## src/rtl/tt_um_unload.sv

```systemverilog
// Weight-readback transmitter: streams a header word and then one packed
// ternary row per word over a valid/ready handshake.
module tt_um_unload #(
  parameter int unsigned MAX_IN_LEN  = 16,
  parameter int unsigned MAX_OUT_LEN = 8
) (
  input  logic                                   clk,
  input  logic                                   rst_n,
  input  logic                                   ena,
  input  logic [6:0]                             ui_param,
  input  logic [2*MAX_IN_LEN*MAX_OUT_LEN-1:0]    ui_weights,
  input  logic                                   ui_ready,
  output logic [15:0]                            uo_data,
  output logic                                   uo_valid,
  output logic                                   uo_busy,
  output logic                                   uo_done
);

  localparam int unsigned ROW_W  = 2 * MAX_OUT_LEN;
  localparam int unsigned WORD_W = 16;

  typedef enum logic [1:0] {IDLE, HEADER, DATA, DONE} state_t;

  state_t              state_q, state_d;
  logic [6:0]          param_q, param_d;
  logic [3:0]          row_q, row_d;
  logic [WORD_W-1:0]   data_d;
  logic                valid_d, busy_d, done_d;
  logic [ROW_W-1:0]    row_bits;
  logic [ROW_W-1:0]    row_word;
  logic                accept;

  assign accept = uo_valid & ui_ready;

  // Select the row that will be on the bus next cycle.
  always_comb begin
    row_bits = '0;
    for (int unsigned i = 0; i < MAX_IN_LEN; i++) begin
      if (row_d == 4'(i)) row_bits = ui_weights[i*ROW_W +: ROW_W];
    end
  end

  // Mask unused columns and squash the illegal code 2'b10 to zero.
  always_comb begin
    row_word = '0;
    for (int unsigned j = 0; j < MAX_OUT_LEN; j++) begin
      if ((3'(j) <= param_d[2:0]) && (row_bits[2*j +: 2] != 2'b10))
        row_word[2*j +: 2] = row_bits[2*j +: 2];
    end
  end

  always_comb begin
    state_d = state_q;
    param_d = param_q;
    row_d   = row_q;
    data_d  = '0;
    valid_d = 1'b0;
    busy_d  = 1'b0;
    done_d  = 1'b0;

    case (state_q)
      IDLE: begin
        if (ena) begin
          state_d = HEADER;
          param_d = ui_param;
          row_d   = 4'd0;
        end
      end
      HEADER: begin
        if (!ena) begin
          state_d = IDLE;
        end else if (accept) begin
          state_d = DATA;
          row_d   = 4'd0;
        end
      end
      DATA: begin
        if (!ena) begin
          state_d = IDLE;
        end else if (accept) begin
          // Terminal compare precedes increment so the counter never wraps.
          if (row_q == param_q[6:3]) state_d = DONE;
          else                       row_d   = row_q + 4'd1;
        end
      end
      DONE: begin
        if (!ena) state_d = IDLE;
      end
      default: state_d = IDLE;
    endcase

    case (state_d)
      HEADER: begin
        valid_d = 1'b1;
        busy_d  = 1'b1;
        data_d  = {4'h5, param_d, 5'b00000};
      end
      DATA: begin
        valid_d = 1'b1;
        busy_d  = 1'b1;
        data_d  = WORD_W'(row_word);
      end
      DONE: begin
        busy_d = 1'b1;
        done_d = (state_q != DONE);
      end
      default: ;
    endcase
  end

  always_ff @(posedge clk) begin
    if (!rst_n) begin
      state_q  <= IDLE;
      param_q  <= '0;
      row_q    <= '0;
      uo_data  <= '0;
      uo_valid <= 1'b0;
      uo_busy  <= 1'b0;
      uo_done  <= 1'b0;
    end else begin
      state_q  <= state_d;
      param_q  <= param_d;
      row_q    <= row_d;
      uo_data  <= data_d;
      uo_valid <= valid_d;
      uo_busy  <= busy_d;
      uo_done  <= done_d;
    end
  end

endmodule

```

## config.mk

```make
export PLATFORM = sky130hd
export DESIGN_NAME = tt_um_unload
export DESIGN_NICKNAME = d
export VERILOG_FILES = /design/src/rtl/tt_um_unload.sv
export SDC_FILE = /design/constraint.sdc
export NUM_CORES = 1
export LEC_CHECK = 0
export ABC_AREA = 0
export CAP_MARGIN = 30
export CELL_PAD_IN_SITES_DETAIL_PLACEMENT = 0
export CELL_PAD_IN_SITES_GLOBAL_PLACEMENT = 1
export CORE_MARGIN = 8
export CORE_UTILIZATION = 22
export CTS_CLUSTER_SIZE = 16
export DETAILED_ROUTE_END_ITERATION = 8
export GPL_TIMING_DRIVEN = 1
export PLACE_DENSITY = 0.94
export SYNTH_ARGS = -nofsm -noshare
export SYNTH_HDL_FRONTEND = slang
export SYNTH_SLANG_ARGS = --single-unit
```

## constraint.sdc

```tcl
create_clock -name clk -period 3.96 [get_ports clk]
set_input_delay 0.792 -clock clk [delete_from_list [all_inputs] [get_ports clk]]
set_output_delay 0.792 -clock clk [all_outputs]
set_load 0.05 [all_outputs]
```

==> impl_metrics.yaml <==
run_status:
  status: "complete, no violations"
min_path:
  worstHoldPathType: "flop to flop"
pwr:
  switching_share: 0.236
  cellPowerDensity_nw_per_um2: 160
  seqPwrFrac: 0.283
  ir_worst_vdd_v: 0.000152
  p_sw_mw: 0.280
  p_int_mw: 0.910
  power_frac_comb: 0.346
  leakage_nw: 2.83
  clkPwrFrac: 0.371
global_route:
  grt_pass1_vias: 6117
  track_usage: 0.238
  grt_max_degree: 21
  gr-total-overflow: 0
  grt.met2_usage: 0.418
  grt_pass1_wl_mm: 36.7
  gr-usage-met3: 0.0577
  grt_busiest_layer: "met2"
  antenna_found_initial: 1
  grtUsageMet1: 0.269
yosys:
  synth_nets: 750
  synth_cell_type_count: 71
  ys_ff_latch: 32
  avgSynthCellArea_um2: 7.35
  yosysWarnings: 0
  synthCells: 478
  syn-cell-area_um2: 3510
  ys.flop_type: "dfxtp_1"
  synth_edf_count: 0
  ys_seq_area_frac: 0.182
  async_reset_ff_frac: 0
sta:
  whs_ns: 0.606
  rsz0062_at_grt: "false"
  hold_viol: 0
  min_period_over_period: 0.963
  relSlewSlack: 0.533
  period_needed_ns: 3.81
  fin_tns_setup_ns: 0
  slew_viol_final: 0
  setup_viol: 0
  tightest_slew_ns: 0.697
  final.setup_skew_ns: 0.00203
  max_freq_mhz: 262
setup_path:
  worstSetupStartpointType: "input pin"
  cp_slowest_stage_delay_ns: 0.52
  crit_required_ns: 4.11
  worstSetupPathType: "input pin to flop"
  cp_cell_sequence: "clkdlybuf4s50_1 -> a21boi_0 -> or3_1 -> o2bb2ai_1 -> or2_1 -> buf_4 -> a222oi_1 -> a21boi_1 -> o221ai_1 -> o221a_2 -> o21bai_2 -> a211oi_1"
  cp_max_fo: 5
  arrival_ns: 3.96
  cp-end-kind: "flop"
  crit_buf_inv: 2
  path_delay_family: "compound AO/OA/AOI/OAI gates"
  cp_slowest_cell: "clkdlybuf4s50_1"
layout:
  drive_gt1_frac: 0.152
  layout.nets: 1101
  final_core_util: 0.471
  final_cells: 1048
  stdcell_area_um2: 7430
  syn_to_final_growth_pct: 112
route:
  routed-via-count: 5774
  drcViolationCount: 0
  drt_iter0_drc: 624
  wire_per_inst_um: 24.0
  firstDrtPassIters: 6
  drt-total-wl_mm: 25.2
  drtAntennaViolNets: 0
  vias_per_cell: 5.51
place:
  place.gp.congestion: 0.981
  dpl_cell_area_um2: 7260
  dp_hpwl_mm: 21.5
  dp_cells: 1038
  port_buffers: 285
floorplanning:
  die_w_um: 142
  dieArea_um2: 20300
  rows: 46
  dieHeight_um: 142
  initial_core_util: 0.223
  top_level_ports: 286
  core_um2: 15800
clocking:
  cts.reportedPaths.clkPinSlew_ns: 0.05
  htreeDepth: 2
  clkSinkCount: 32
  worstSkewPairLatency_ns: 0.28
  ctsLongestPathBuffers: 2
  root_buffer: "clkbuf_16"
  cts_buffers: 5
  cts_tree: "yes"
flow_run:
  cap_violations: 0
-- timing repair --
item	4_1_cts	5_1_grt
endpoints found under the setup margin	0	2
hold buffers	0	0
setup buffers	0	0
resized for setup	0	1
-- sequential cells by signal, indices dropped and copies added (netlist names) --
| register | cells |
|---|---|
| param_q | 7 |
| row_q | 4 |
| state_q | 2 |
| uo_busy | 1 |
| uo_data | 16 |
| uo_done | 1 |
| uo_valid | 1 |
-- final cells by class --
| cell class | count | area [µm²] |
|---|---|---|
| Clock inverter | 3 | 42.5 |
| Timing Repair Buffer | 382 | 3660 |
| Multi-Input combinational cell | 401 | 2670 |
| Tap cell | 216 | 270 |
| Fill cell | 1587 | 8340 |
| Antenna cell | 2 | 5.00 |
| Inverter | 7 | 26.3 |
| Clock buffer | 5 | 125 |
| Sequential cell | 32 | 641 |
-- per-stage QoR --
step                      setup WS [ns]  total power, mW
after global placement          -0.0596            0.751
final                             0.148             1.19
after CTS                        0.0936             1.19
after detailed placement         -0.165            0.751
after floorplan                   0.866            0.425
after global routing           0.000135             1.23
-- cells by family after synthesis --
logic type	Yosys count	synth area share
compound gates	212	0.457
mux	12	0.0342
fa+ha+maj	5	0.0178
flops	32	0.182
buf+inv	45	0.0627
simple gates	168	0.234
xor+xnor	4	0.0121
-- worst paths after layout --
kind,from,end,slack [ns],cells past startpoint
worst max-delay path,ui_ready,uo_data[13],0.15,12
worst min-delay path,param_q[4],param_q[4],0.61,2
worst max register to register,row_q[1],uo_data[10],0.46,12
worst min register to register,param_q[4],param_q[4],0.61,2
-- tightest hold or removal path: cells and delay by family (launching register included) --
| family | cells | cell delay [ns] |
|---|---|---|
| DFF | 1 | 0.34 |
| muxes | 1 | 0.12 |
| and+or+nand+nor | 1 | 0.11 |
-- cell usage after synthesis (13+ instances only) --
library cell / number / area, µm²
o22ai_1: 16 / 100
a222oi_1: 24 / 240
buf_2: 22 / 110
a22oi_1: 15 / 113
a21oi_1: 28 / 140
nand2_1: 51 / 191
a221oi_1: 13 / 114
o21ai_0: 29 / 145
nand3_1: 16 / 80.1
nor2_1: 38 / 143
dfxtp_1: 32 / 641
-- per-layer routing --
layer / wire, µm / vias to the layer above
met5: 0 / -
met4: 1100 / 0
met3: 2160 / 71
met2: 12400 / 377
met1: 9500 / 2698
li1: - / 2628
-- layout by cell type, fill, tap and decap left out, drive strengths merged, types with 6 or more instances in the layout --
| cell | instances |
|---|---|
| a22oi | 15 |
| buf | 97 |
| a31oi | 8 |
| inv | 7 |
| a221oi | 14 |
| a211oi | 7 |
| nand3 | 16 |
| o2bb2ai | 7 |
| and2 | 9 |
| clkdlybuf4s50 | 285 |
| dfxtp | 32 |
| o211ai | 12 |
| nor2 | 40 |
| nor2b | 11 |
| a21oi | 28 |
| a222oi | 24 |
| nor4 | 6 |
| mux2i | 12 |
| o21ai | 30 |
| o22ai | 16 |
| nand2 | 51 |
| nor3 | 15 |
-- power groups by stage --
| stage | sequential [mW] | combinational [mW] | clock, mW |
|---|---|---|---|
| 6_report | 0.337 | 0.412 | 0.441 |
| 5_1_grt | 0.338 | 0.433 | 0.459 |
| 4_1_cts | 0.337 | 0.410 | 0.441 |
| 3_5_place_dp | 0.344 | 0.407 | 0 |
| 3_3_place_gp | 0.343 | 0.407 | 0 |
| 2_1_floorplan | 0.356 | 0.0688 | 0 |
Power figures use the tool's default switching activity.
